`src/rtl/corelet_ctrl.sv`:
```
// corelet_ctrl: sequencer for one corelet run (weight load, kernel load, activations, execute, drain).
// Optional macro CORELET_CTRL_ACC_EN compiles in the ACC psum-accumulation phase before FIN.
module corelet_ctrl #(
    parameter int row    = 8,
    parameter int col    = 8,
    parameter int KIJ    = 9,
    parameter int NIJ    = 36,
    parameter int ADDR_W = 11,
    parameter int X_BASE = 1024
) (
    input  logic              clk,
    input  logic              reset,
    input  logic              start,
    input  logic              ofifo_valid,
    output logic [1:0]        inst,
    output logic              l0_wr,
    output logic              l0_rd,
    output logic              xmem_cen,
    output logic [ADDR_W-1:0] xmem_addr,
    output logic              ofifo_rd,
    output logic              pmem_wen,
    output logic [ADDR_W-1:0] pmem_addr,
    output logic              accum,
    output logic              busy,
    output logic              done
);

    localparam int CW = $clog2(row + col + NIJ * KIJ + 2);
    localparam int KW = $clog2(KIJ + 1);
    localparam int OW = $clog2(NIJ + 1);

    typedef enum logic [2:0] {
        IDLE, W_LD, K_LD, X_LD, EXEC, DRAIN,
`ifdef CORELET_CTRL_ACC_EN
        ACC,
`endif
        FIN
    } state_t;

    state_t        state;
    logic [CW-1:0] cnt;
    logic [KW-1:0] kcnt;
    logic [OW-1:0] ocnt;

    // phase sequencing; in ACC kcnt/ocnt walk kernel-major within each output
    always_ff @(posedge clk or negedge reset) begin
        if (!reset) begin
            state <= IDLE;
            cnt   <= '0;
            kcnt  <= '0;
            ocnt  <= '0;
        end else begin
            unique case (state)
                IDLE: begin
                    if (start) begin
                        state <= W_LD;
                        cnt   <= '0;
                        kcnt  <= '0;
                        ocnt  <= '0;
                    end
                end
                W_LD: begin
                    if (cnt == CW'(row - 1)) begin
                        state <= K_LD;
                        cnt   <= '0;
                    end else begin
                        cnt <= cnt + CW'(1);
                    end
                end
                K_LD: begin
                    if (cnt == CW'(row + col - 1)) begin
                        state <= X_LD;
                        cnt   <= '0;
                    end else begin
                        cnt <= cnt + CW'(1);
                    end
                end
                X_LD: begin
                    if (cnt == CW'(NIJ - 1)) begin
                        state <= EXEC;
                        cnt   <= '0;
                    end else begin
                        cnt <= cnt + CW'(1);
                    end
                end
                EXEC: begin
                    if (cnt == CW'(NIJ - 1)) begin
                        state <= DRAIN;
                        cnt   <= '0;
                        ocnt  <= '0;
                    end else begin
                        cnt <= cnt + CW'(1);
                    end
                end
                DRAIN: begin
                    if (ofifo_valid) begin
                        if (ocnt == OW'(NIJ - 1)) begin
                            ocnt <= '0;
                            cnt  <= '0;
                            if (kcnt == KW'(KIJ - 1)) begin
`ifdef CORELET_CTRL_ACC_EN
                                state <= ACC;
                                kcnt  <= '0;
`else
                                state <= FIN;
`endif
                            end else begin
                                kcnt  <= kcnt + KW'(1);
                                state <= W_LD;
                            end
                        end else begin
                            ocnt <= ocnt + OW'(1);
                        end
                    end
                end
`ifdef CORELET_CTRL_ACC_EN
                ACC: begin
                    if (cnt == CW'(NIJ * KIJ)) begin
                        state <= FIN;
                    end else begin
                        cnt <= cnt + CW'(1);
                        if (kcnt == KW'(KIJ - 1)) begin
                            kcnt <= '0;
                            ocnt <= ocnt + OW'(1);
                        end else begin
                            kcnt <= kcnt + KW'(1);
                        end
                    end
                end
`endif
                FIN: begin
                    state <= IDLE;
                    cnt   <= '0;
                    kcnt  <= '0;
                    ocnt  <= '0;
                end
                default: state <= IDLE;
            endcase
        end
    end

    // strobes that trail an SRAM read by one cycle
    always_ff @(posedge clk or negedge reset) begin
        if (!reset) begin
            l0_wr <= 1'b0;
        end else begin
            l0_wr <= (state == W_LD) || (state == X_LD);
        end
    end

`ifdef CORELET_CTRL_ACC_EN
    // SFU accumulate follows each psum read; the flush cycle catches the last one
    always_ff @(posedge clk or negedge reset) begin
        if (!reset) begin
            accum <= 1'b0;
        end else begin
            accum <= (state == ACC) && (cnt < CW'(NIJ * KIJ));
        end
    end
`else
    assign accum = 1'b0;
`endif

    assign busy = (state != IDLE);

    // per-state strobe and address decode
    always_comb begin
        inst      = 2'b00;
        l0_rd     = 1'b0;
        xmem_cen  = 1'b1;
        xmem_addr = '0;
        ofifo_rd  = 1'b0;
        pmem_wen  = 1'b1;
        pmem_addr = '0;
        done      = 1'b0;
        case (state)
            W_LD: begin
                xmem_cen  = 1'b0;
                xmem_addr = ADDR_W'(int'(kcnt) * row + int'(cnt));
            end
            K_LD: begin
                inst  = 2'b01;
                l0_rd = (cnt < CW'(row));
            end
            X_LD: begin
                xmem_cen  = 1'b0;
                xmem_addr = ADDR_W'(X_BASE + int'(cnt));
            end
            EXEC: begin
                inst  = 2'b10;
                l0_rd = 1'b1;
            end
            DRAIN: begin
                ofifo_rd  = ofifo_valid;
                pmem_wen  = ~ofifo_valid;
                pmem_addr = ADDR_W'(int'(kcnt) * NIJ + int'(ocnt));
            end
`ifdef CORELET_CTRL_ACC_EN
            ACC: begin
                if (cnt < CW'(NIJ * KIJ)) begin
                    pmem_addr = ADDR_W'(int'(kcnt) * NIJ + int'(ocnt));
                end
            end
`endif
            FIN: done = 1'b1;
            default: ;
        endcase
    end

endmodule

```
`config.mk`:
```
export PLATFORM = sky130hd
export DESIGN_NAME = corelet_ctrl
export DESIGN_NICKNAME = d
export VERILOG_FILES = /design/src/rtl/corelet_ctrl.sv
export SDC_FILE = /design/constraint.sdc
export NUM_CORES = 1
export LEC_CHECK = 0
export ABC_CLOCK_PERIOD_IN_PS = 6200
export BUFFER_PORTS_ARGS = -buffer_cell sky130_fd_sc_hd__buf_2
export CAP_MARGIN = 0
export CORE_MARGIN = 8
export CORE_UTILIZATION = 45
export DETAILED_ROUTE_END_ITERATION = 10
export MAX_ROUTING_LAYER = met4
export PLACE_DENSITY = 0.66
export SYNTH_ARGS = -nofsm -noshare
export SYNTH_HDL_FRONTEND = slang
export SYNTH_SLANG_ARGS = --single-unit
```
`constraint.sdc`:
```
create_clock -name clk -period 6.2 [get_ports clk]
set_input_delay 1.24 -clock clk [delete_from_list [all_inputs] [get_ports clk]]
set_output_delay 1.24 -clock clk [all_outputs]
set_load 0.02 [all_outputs]
```
==> results by group <==
Cells and area
  • Ratio of cells with drive above 1 in the final layout: 0.174
  • Final std cells w/o fill: 342
  • Total area of multi-input combinational cells: 0.00143 mm^2
  • Combined flip-flop and latch cell area: 576 um^2
  • Diode insertion count for antenna repair: 0
  • FILL cells: 451
  • End-of-flow core utilization: 0.506
  • P&R area growth vs syn: 11.4%
  • Layout Nets: 311

Routing
  • Drt total wl: 5030 um
  • Iteration count of the initial detailed-routing pass: 4
  • DRC violations left: 0
  • Vias per cell: 5.68
  • Starting DRC count in detailed routing: 109
  • Final routed wire length divided by cell count: between 10 and 15 um
  • Post-detailed-route count of antenna-violating nets: 0
  • DR vias: 1941

Global route
  • Pin count of the biggest net entering global routing: 27
  • Met2 capacity usage during global routing: 0.251
  • Number of antenna violations at the first check in global routing: 0
  • Overall routing resource usage: 0.146
  • Global routing met1 resource utilization: 0.170
  • Routing layer with the top usage in global route: met2
  • Vias in the first global route: 1887
  • M3 GR Usage: 0.0322
  • First-pass GRT wire length: around 8600 um
  • Leftover overflow at the end of global routing: 0

Pwr
  • Overall power consumption: 789 uW
  • Clk pwr share: 0.122
  • Sequential power share: 0.354
  • Power per cell area: around 340 mW/mm^2
  • Switching power: approximately 400 uW
  • Highest ir drop seen on vdd: 0.213 mV
  • Switching part of the total power: 0.494
  • Lkg Pwr: between 1 and 1.5 nW
  • Logic gate share of total power: 0.524
  • Internal Pwr Total: 399 uW

Worst setup path
  • Required time at the endpoint of the critical path: 4.96 ns
  • Most frequent cell on the critical path: ha_1
  • Reg-to-Reg End: cnt[7]$_DFFE_PN0P_
  • Max Fanout on Critical Path: 8
  • Crit path max-delay cell type: dfrtp_1
  • Buffers and inverters on the worst path: 1
  • Category of the worst setup path capture point: output pin
  • Setup CP Type: reg -> out
  • Cell Chain, Critical Path: ha_1 > ha_1 > ha_1 > xor2_1 > nand3_1 > or3_1 > a21oi_1 > buf_2
  • Launch instance of the worst register-to-register path: state[0]$_DFFE_PN0P_
  • Reg2reg setup slack: around 3.5 ns
  • Maximum cell stage delay along the critical path: between 0.4 and 0.5 ns
  • Worst setup SP type: flop
  • Largest delay contributor family on the critical path: adder cells
  • Number of cells traversed by the worst register-to-register path: 6
  • Data arrival time at the worst-slack endpoint: 2.37 ns

Place
  • Port buffer count: 34
  • Placed wire-length estimate: 3730 um
  • Number of placed instances, taps included: 338
  • GPL Wtd Cong: a little under 0.8

Clocking
  • CTS Buf Count: 3
  • Number of H-tree levels: 1
  • Total setup buffers inserted after CTS: 0
  • Reg clk slew, reported paths: 0.09 ns
  • CTS sink cnt: 23
  • Root buffer cell: clkbuf_8
  • Clock tree from TritonCTS: built
  • CTS Hold Buffers Added: 0
  • Clock buffer depth: 2
  • Clk_lat worst skew: 0.27 ns
  • Post-cts resize count: 0

Yosys
  • Fraction of the yosys area taken by sequential cells: 0.274
  • Post-Syn Instances: 261
  • Share of synthesized registers carrying an async set or reset: 1.00
  • Syn Std Cell Area: 0.00210 mm^2
  • Unique cell type count in the Yosys netlist: 57
  • Yosys synthesis warning count: 0
  • Count of flip-flops with a built-in enable after synthesis: 0
  • Avg Synthesized Cell Area: 8.06 um^2
  • Total nets after synthesis: 283
  • Seq cells post-synth: 23
  • Most common flop cell mapped by yosys: dfrtp_1

Floorplanning
  • Number of placed I/O pins: 36
  • Core area: around 0.0046 mm^2
  • Die Area: 0.00712 mm^2
  • Site row count: 25
  • Y dimension of the die: about 84 um
  • X dimension of the die: 84.4 um
  • Initial core utilization: 0.454

Timing
  • Number of setup violations in the final report: 0
  • Setup Total Neg Slack: 0 ns
  • Max-Slew Margin vs Limit: 0.454
  • Final worst hold slack: 0.525 ns
  • Timing-limited maximum frequency: 0.277 GHz
  • Worst-margin pin slew: 0.819 ns
  • Number of max-slew violations in the final report: 0
  • Period utilization: 0.582
  • Clock period minus worst slack: 3.61 ns
  • Setup repair after global routing missed its margin: no
  • Setup skew after layout: 0.00308 ns
  • Final-report hold violation count: 0

Hold path
  • Min-delay worst type: reg -> reg
  • Worst Hold Path Cells: 1
  • Endpoint of the worst hold path: ocnt[0]$_DFFE_PN0P_
  • Worst min-delay path startpoint: ocnt[0]$_DFFE_PN0P_

Outcome
  • Result of the run: finished, final reports clean

Flow run
  • Max_cap viols: 0
[cell type report]
class / count / area share
Clock buffer: 3 / 0.0176
Timing Repair Buffer: 35 / 0.0759
Sequential cell: 23 / 0.246
Tap cell: 54 / 0.0288
Inverter: 12 / 0.0192
Clock inverter: 1 / 0.00214
Multi-Input combinational cell: 214 / 0.611
[sequential cells by signal, indices dropped and copies added (netlist names)]
signal	count
l0_wr	1
kcnt	4
ocnt	6
state	3
cnt	9
[worst max-delay path by stage]
| stage | from | to | slack [ns] | cells past startpoint |
|---|---|---|---|---|
| floorplan | kcnt[0]$_DFFE_PN0P_ | pmem_addr[9] | 2.93 | 7 |
| global placement | kcnt[0]$_DFFE_PN0P_ | pmem_addr[9] | 2.93 | 8 |
| detailed placement | kcnt[0]$_DFFE_PN0P_ | pmem_addr[9] | 2.87 | 8 |
| CTS | kcnt[0]$_DFFE_PN0P_ | pmem_addr[9] | 2.57 | 8 |
| global route | kcnt[0]$_DFFE_PN0P_ | pmem_addr[9] | 2.45 | 8 |
| finish | kcnt[0]$_DFFE_PN0P_ | pmem_addr[9] | 2.59 | 8 |
[power groups by stage]
stage / registers, mW / clock network [mW] / logic (mW)
floorplan: 0.229 / 0 / 0.424
global placement: 0.279 / 0 / 0.413
detailed placement: 0.281 / 0 / 0.417
CTS: 0.279 / 0.0999 / 0.418
global route: 0.291 / 0.107 / 0.460
finish: 0.279 / 0.0966 / 0.413
[Yosys cell counts (all sizes together), types with 5 or more instances]
library cell | count | share of area
a21o | 5 | 0.018
a21oi | 11 | 0.026
and2 | 12 | 0.036
clkbuf | 8 | 0.014
dfrtp | 23 | 0.27
ha | 16 | 0.095
inv | 12 | 0.021
nand2 | 27 | 0.048
nand3 | 12 | 0.029
nor2 | 23 | 0.041
nor2b | 10 | 0.030
o21ai | 22 | 0.054
or3 | 6 | 0.018
xnor2 | 8 | 0.033
[placed cells by master (no fill, tap or decap), drive strengths merged, types with 2 or more instances in the layout]
master	count
or3	6
nor2	23
nand2	27
dfrtp	23
a31oi	2
a21o	5
o211ai	4
o21ai	22
and3	3
o22ai	3
nand4	2
clkbuf	3
fa	2
nand3b	2
nor2b	10
mux2i	4
a21oi	11
nor3	4
and2	12
nor4b	2
or4	2
nor3b	3
nand3	12
xnor2	8
ha	16
or2	4
a31o	2
or3b	2
inv	12
buf	35
o31ai	4
[stage by stage]
stage | area (um^2) | setup WS (ns)
floorplan | 2100 | 2.93
global placement | 2300 | 2.93
detailed placement | 2300 | 2.87
CTS | 2340 | 2.57
global route | 2340 | 2.45
finish | 2340 | 2.59
[worst reg2reg max path, cell delays in order (launching register included)]
cell and delay, ns:
dfrtp_1 0.67, nor2b_1 0.63, inv_2 0.20, o21a_1 0.25, nor3_2 0.48, nor2_1 0.21, o211ai_1 0.22
[per-layer routing]
layer / vias up / wire length, um / share of wire
met4: 0 / 19 / 0.0038
met5: - / 0 / 0
li1: 971 / - / -
met2: 55 / 2400 / 0.48
met3: 2 / 325 / 0.065
met1: 913 / 2280 / 0.45
[cells by family (layout without fill, tap and decap cells)]
logic type	count (synthesis)	count (layout)	synth area share
AOI/OAI and AO/OA	60	60	0.186
xor gates and xnor gates	9	9	0.0375
adders and majority gates	18	18	0.114
buffers and inverters	24	51	0.0464
DFF	23	23	0.274
muxes	5	5	0.0244
other	1	1	0.00178
and+or+nand+nor	121	121	0.316
Power figures use the tool's default switching activity.
